==> config.mk <==
export PLATFORM = sky130hd
export DESIGN_NAME = hex_display_decoder
export DESIGN_NICKNAME = d
export VERILOG_FILES = /design/src/rtl/hex_display_decoder.sv
export SDC_FILE = /design/constraint.sdc
export NUM_CORES = 1
export LEC_CHECK = 0
export BUFFER_PORTS_ARGS = -buffer_cell sky130_fd_sc_hd__buf_2
export CAP_MARGIN = 10
export CORE_MARGIN = 5
export CORE_UTILIZATION = 48
export DETAILED_ROUTE_END_ITERATION = 8
export MAX_ROUTING_LAYER = met4
export PLACE_DENSITY = 0.76
export SYNTH_ARGS = -nofsm -noshare
export SYNTH_HDL_FRONTEND = slang
export SYNTH_SLANG_ARGS = --single-unit
==> constraint.sdc <==
create_clock -name clk -period 2.2 [get_ports clk]
set_clock_uncertainty 0.1 [all_clocks]
set_input_delay 0 -clock clk [delete_from_list [all_inputs] [get_ports clk]]
set_output_delay 0 -clock clk [all_outputs]
set_load 0.02 [all_outputs]
==> src/rtl/hex_display_decoder.sv <==
// Receive-side decoder for a 4-digit active-low hex seven-segment display.
// It reports the 16-bit value once the whole 28-bit pattern has been stable for STABLE_CYCLES.
module hex_display_decoder #(
  parameter int unsigned STABLE_CYCLES = 4
) (
  input  logic        clk,
  input  logic        reset,
  input  logic        en,
  input  logic [6:0]  digit0,
  input  logic [6:0]  digit1,
  input  logic [6:0]  digit2,
  input  logic [6:0]  digit3,
  output logic [15:0] data_out,
  output logic        data_valid,
  output logic [3:0]  data_err,
  output logic [7:0]  frame_count
);

  typedef enum logic [0:0] {StSettle, StHold} state_e;

  localparam logic [7:0] LastCnt = 8'(STABLE_CYCLES - 1);

  // Returns {illegal, nibble}; any pattern outside the table decodes as nibble 0.
  function automatic logic [4:0] decode_digit(input logic [6:0] seg_n);
    logic [6:0] seg;
    logic [4:0] res;
    seg = ~seg_n;
    res = 5'h10;
    case (seg)
      7'h3F: res = 5'h00;
      7'h06: res = 5'h01;
      7'h5B: res = 5'h02;
      7'h4F: res = 5'h03;
      7'h66: res = 5'h04;
      7'h6D: res = 5'h05;
      7'h7D: res = 5'h06;
      7'h07: res = 5'h07;
      7'h7F: res = 5'h08;
      7'h6F: res = 5'h09;
      7'h77: res = 5'h0A;
      7'h7C: res = 5'h0B;
      7'h39: res = 5'h0C;
      7'h5E: res = 5'h0D;
      7'h79: res = 5'h0E;
      7'h71: res = 5'h0F;
      default: res = 5'h10;
    endcase
    return res;
  endfunction

  logic [27:0] seg_in;
  logic [27:0] seg_q;
  logic [7:0]  stable_cnt_q, stable_cnt_d;
  state_e      state_q, state_d;
  logic        changed;
  logic        report;
  logic [15:0] dec_value;
  logic [3:0]  dec_err;

  assign seg_in  = {digit3, digit2, digit1, digit0};
  assign changed = (seg_in != seg_q);

  // Decode the live inputs; on a report edge they equal seg_q anyway.
  always_comb begin
    logic [4:0] d;
    dec_value = '0;
    dec_err   = '0;
    for (int i = 0; i < 4; i++) begin
      d = decode_digit(seg_in[7*i +: 7]);
      dec_value[4*i +: 4] = d[3:0];
      dec_err[i]          = d[4];
    end
  end

  always_comb begin
    state_d      = state_q;
    stable_cnt_d = stable_cnt_q;
    report       = 1'b0;
    if (!en) begin
      state_d      = StSettle;
      stable_cnt_d = '0;
    end else begin
      unique case (state_q)
        StSettle: begin
          if (changed) begin
            stable_cnt_d = '0;
          end else if (stable_cnt_q == LastCnt) begin
            report       = 1'b1;
            stable_cnt_d = '0;
            state_d      = StHold;
          end else begin
            stable_cnt_d = stable_cnt_q + 8'd1;
          end
        end
        StHold: begin
          if (changed) begin
            state_d      = StSettle;
            stable_cnt_d = '0;
          end
        end
        default: begin
          state_d      = StSettle;
          stable_cnt_d = '0;
        end
      endcase
    end
  end

  always_ff @(posedge clk) begin
    if (reset) begin
      seg_q        <= '1;
      stable_cnt_q <= '0;
      state_q      <= StSettle;
      data_out     <= '0;
      data_valid   <= 1'b0;
      data_err     <= '0;
      frame_count  <= '0;
    end else begin
      seg_q        <= seg_in;
      stable_cnt_q <= stable_cnt_d;
      state_q      <= state_d;
      data_valid   <= report;
      if (report) begin
        data_out    <= dec_value;
        data_err    <= dec_err;
        frame_count <= frame_count + 8'd1;
      end
    end
  end

endmodule

# Word-level counts from Yosys, hierarchy flattened
# Cells that the tools add are included.
totals:
  ff_bits: 66
  in_bits: 31
  out_inout_bits: 29
  elab_cells: 97
classes:
  add_sub_neg: 2
  n_eq_ne: 67
  muxes: 14
  bitwise: 6
  n_reduce_logical: 1
ops:
  columns: ["cell", "n"]
  rows:
  - ["$eq 7x7->1 const B", 48]
  - ["$pmux 5 s16", 4]
  - ["$eq 7x3->1 const B", 8]
  - ["$eq 7x6->1 const B", 8]
  - ["$ne 28x28->1", 1]
  - ["$not 7->7", 4]
  - ["$mux 8", 3]
  - ["$add 8x1->8 const B", 2]
  - ["$pmux 8 s2", 1]
  - ["$eq 8x2->1 const B", 1]
  - ["$mux 1", 5]
  - ["$ne 2x1->1 const B", 1]
  - ["$not 1->1", 2]
  - ["$pmux 1 s2", 1]
  - ["$reduce_or 2->1", 1]

# Logic depth before layout (Yosys ltp)
logic_depth:
  depth_word: 5
  ltp_mapped: 9
  depth_no_buf: 7

# Worst setup path after synthesis
# OpenSTA, ideal clock, no wires.
synth_timing:
  kind: "register to register"
  start: "register stable_cnt_q[0]"
  end: "register data_err[0]"
  setup_ps: 70
  t_arrival_ps: 2002
  required_time_ps: 2030
  slack_ps: 28
  path_stages_with_launch: 7
  n_path_buf: 0
  synth_period_minus_slack_ps: 2172
  cell_sequence: "dfxtp_1 -> ha_1 -> or4b_4 -> nor2_8 -> nand4b_4 -> or4_1 -> a21oi_1"
synth_via:
  elab_chain_len: 5
synth_rtl:
  columns: ["item", "line_no", "text"]
  rows:
  - ["from (decl)", "53", "logic [7:0] stable_cnt_q, stable_cnt_d;"]
  - ["from (signal assigned)", "120", "stable_cnt_q <= stable_cnt_d;"]
  - ["$eq 8x2->1", "87", "end else if (stable_cnt_q == LastCnt) begin"]
  - ["$mux 1", "87", null]
  - ["$mux 1", "85", "if (changed) begin"]
  - ["$mux 1", "83", "unique case (state_q)"]
  - ["$mux 1", "79", "if (!en) begin"]
  - ["to (signal assigned)", "125", "data_err <= dec_err;"]
  - ["to (decl)", "15", "output logic [3:0] data_err,"]
# No other way between the ends.
# A chain may end at the register's enable or synchronous reset.

# Worst setup path after layout
layout_timing:
  start: "register seg_q[25]"
  end: "register data_err[3]"
layout_via:
  elab_chain_len: 4
layout_rtl:
  columns: ["item", "line_no", "text"]
  rows:
  - ["from (decl)", "52", "logic [27:0] seg_q;"]
  - ["from (signal assigned)", "119", "seg_q <= seg_in;"]
  - ["$ne 28x28->1", "61", "assign changed = (seg_in != seg_q);"]
  - ["$mux 1", "85", null]
  - ["$mux 1", "83", null]
  - ["$mux 1", "79", null]
# No other way between the ends.

==> results.ini <==
[synth]
synth_top_area_frac=0.344
synth-compound-area-share=0.152
synth_adder_area_share=0.00652
syn-num-nets=509
synth-seq-cells=66
ys_seq_area_frac=0.344
avgSynthCellArea_um2=8.06
synth-xor-area-share=0.0822
netlist_area_um2=3840
synthCells=476
synthSimpleGateAreaFrac=0.325
yosysWarnings=0
async_flop_share=0
synth.area.mux_share=0.0342
synth_area_leader_cell=dfxtp_1
synth_edf_count=0
synth_top_family_by_area=simple AND/OR/NAND/NOR gates
synthDistinctLibCells=56
ys.flop_type=dfxtp_1
yosys-top-cells-area=dfxtp_1, xnor2_1, or2_2, nor2_1, a21oi_1

[clock_tree]
cts_inserted_buffers=9
clk_latency_ps=350
cts_tree=built
root_buffer=clkbuf_8
cts.htree.levels=3
cts_buffer_depth=2
clkSinkCount=66
path_clk_slew_ps=70

[placement]
gp_congestion=0.895
port_buffers=59
placed_cells=625
dp_hpwl_mm=6.85

[floorplan]
rows=32
fp.dieH_um=99.4
die-area_um2=9880
io_pins=60
initial_core_util=0.494
core_um2=7770
die_w_um=99.4

[worst_setup_path]
startpoint_type=flip-flop
worstPathArrival_ps=2350
slowest_delay_ps=380
required_ps=2390
worst-path-buf-inv=1
cp_slowest_cell=nor4_4
path_cells=xnor2_2 -> nand4_1 -> nor4_4 -> nand4b_4 -> buf_12 -> or3_4 -> a21oi_1
cp-end-kind=flip-flop
crit_family=simple AND/OR/NAND/NOR gates
path_max_fanout=17
critPathKind=flip-flop to flip-flop

[sta]
slew_headroom=0.647
max_freq_ghz=0.462
maxSlewViolCount=0
tightest_slew_ps=516
rsz0062_at_grt=true
finalCriticalPeriod_ps=2160
finalSetupViolations=0
hold_violations=0
holdWs_ps=13.6
tns_ps=0
fin_crit_sh=0.984

[global_route]
grt_pass1_vias=3561
grt_pass1_wl_mm=16.2
grt_max_degree=25
track_usage=0.205
antenna_found_initial=0
grt_overflow=0

[outcome]
outcome=complete, no violations

[route]
vias_per_cell=5.61
num_vias=3760
drcViolationCount=0
drt_iter0_drc=185
postRouteAntennaNets=0
drt_first_pass_iters=4
wl_per_cell_um=14.8
drt-total-wl_mm=9.91

[pwr]
p_leak_uw=0.00205
power_density_nw_per_um2=539
irDropWorstVdd_v=0.000389

[finish]
final_nets=596
diodes=0
stdcell_count=670
final_cell_mix=dfxtp_1, buf_2, nor2_1
final_common_cell=dfxtp_1
drive_gt1_frac=0.289
area_growth_pct=28.3

[hold_path]
hold_path.class=input port to flip-flop

[job]
max_cap_violations=0

[through the flow]
stage | total power, µW | utilization | setup WS (ps) | area (µm²)
after floorplan | 1490 | - | 27.8 | 3840
after global placement | 1580 | 0.555 | 43.9 | 4310
after detailed placement | 1600 | 0.555 | 14.3 | 4310
after CTS | 2640 | 0.617 | 25.5 | 4790
after global routing | 2750 | 0.634 | -99.5 | 4920
final | 2650 | 0.634 | 36.2 | 4920
[final cells by class]
type / instances / area (µm²)
Multi-Input combinational cell: 360 / 2400
Tap cell: 102 / 128
Sequential cell: 66 / 1330
Timing Repair Buffer: 120 / 852
Clock buffer: 11 / 141
Inverter: 6 / 22.5
Clock inverter: 5 / 53.8
Fill cell: 664 / 2840
[state kept, by name, indices dropped and copies added, names as in the netlist]
| register | count |
|---|---|
| seg_q | 28 |
| data_out | 16 |
| frame_count | 8 |
| stable_cnt_q | 8 |
| data_err | 4 |
| data_valid | 1 |
| state_q | 1 |
[worst paths after layout]
check                           slack (ps)  cells past startpoint   startpoint           to
worst max-delay path                    40                      7    seg_q[25]  data_err[3]
worst min-delay path                    10                      3    digit1[3]    seg_q[10]
worst max register to register          40                      7    seg_q[25]  data_err[3]
worst min register to register         350                      2  data_out[8]  data_out[8]
[where the power goes]
group          switching, µW  internal, µW  total [µW]
Combinational            211           181         392
Clock                    474           551        1020
Sequential              13.5          1220        1240
[logic make-up (layout without fill, tap and decap cells)]
kind of cell / Yosys count / count (layout)
and+or+nand+nor: 215 / 215
adders and majority gates: 2 / 2
AOI/OAI and AO/OA: 94 / 94
DFF: 66 / 66
muxes: 13 / 13
xor gates and xnor gates: 36 / 36
buffers and inverters: 50 / 142
[cells in the mapped netlist, drive strengths merged, types with 6 or more instances]
cell type   n
dfxtp      66
xnor2      21
clkbuf     35
a21oi      31
xor2       15
nand2b      7
or3        11
mux2i      12
o21ai      20
or2        29
nand4      12
buf         9
nor2       43
nor4        9
nor3       18
nand3      14
or4         9
inv         6
nand2      29
[repair_timing]
action,in CTS,in global routing
buffers inserted,0,2
cloned,0,0
hold buffers,28,0
pin swaps,0,5
endpoints found under the setup margin,1,15
gates resized for setup,1,31
hold endpoints to repair,33,0
[per-layer routing]
metal  global-route usage  vias to the layer above  share of wire
li1                     -                     1875              -
met2                0.334                      113           0.50
met1                0.255                     1760           0.43
met5                    -                        -              0
met3               0.0309                       12          0.058
met4               0.0830                        0          0.014
[worst min-delay path, delay by kind of cell]
| kind | cells | cell delay [ps] |
|---|---|---|
| AND/OR/NAND/NOR | 1 | 130 |
| buffers and inverters | 2 | 300 |
Note: power is estimated with default switching activity, not from simulation.
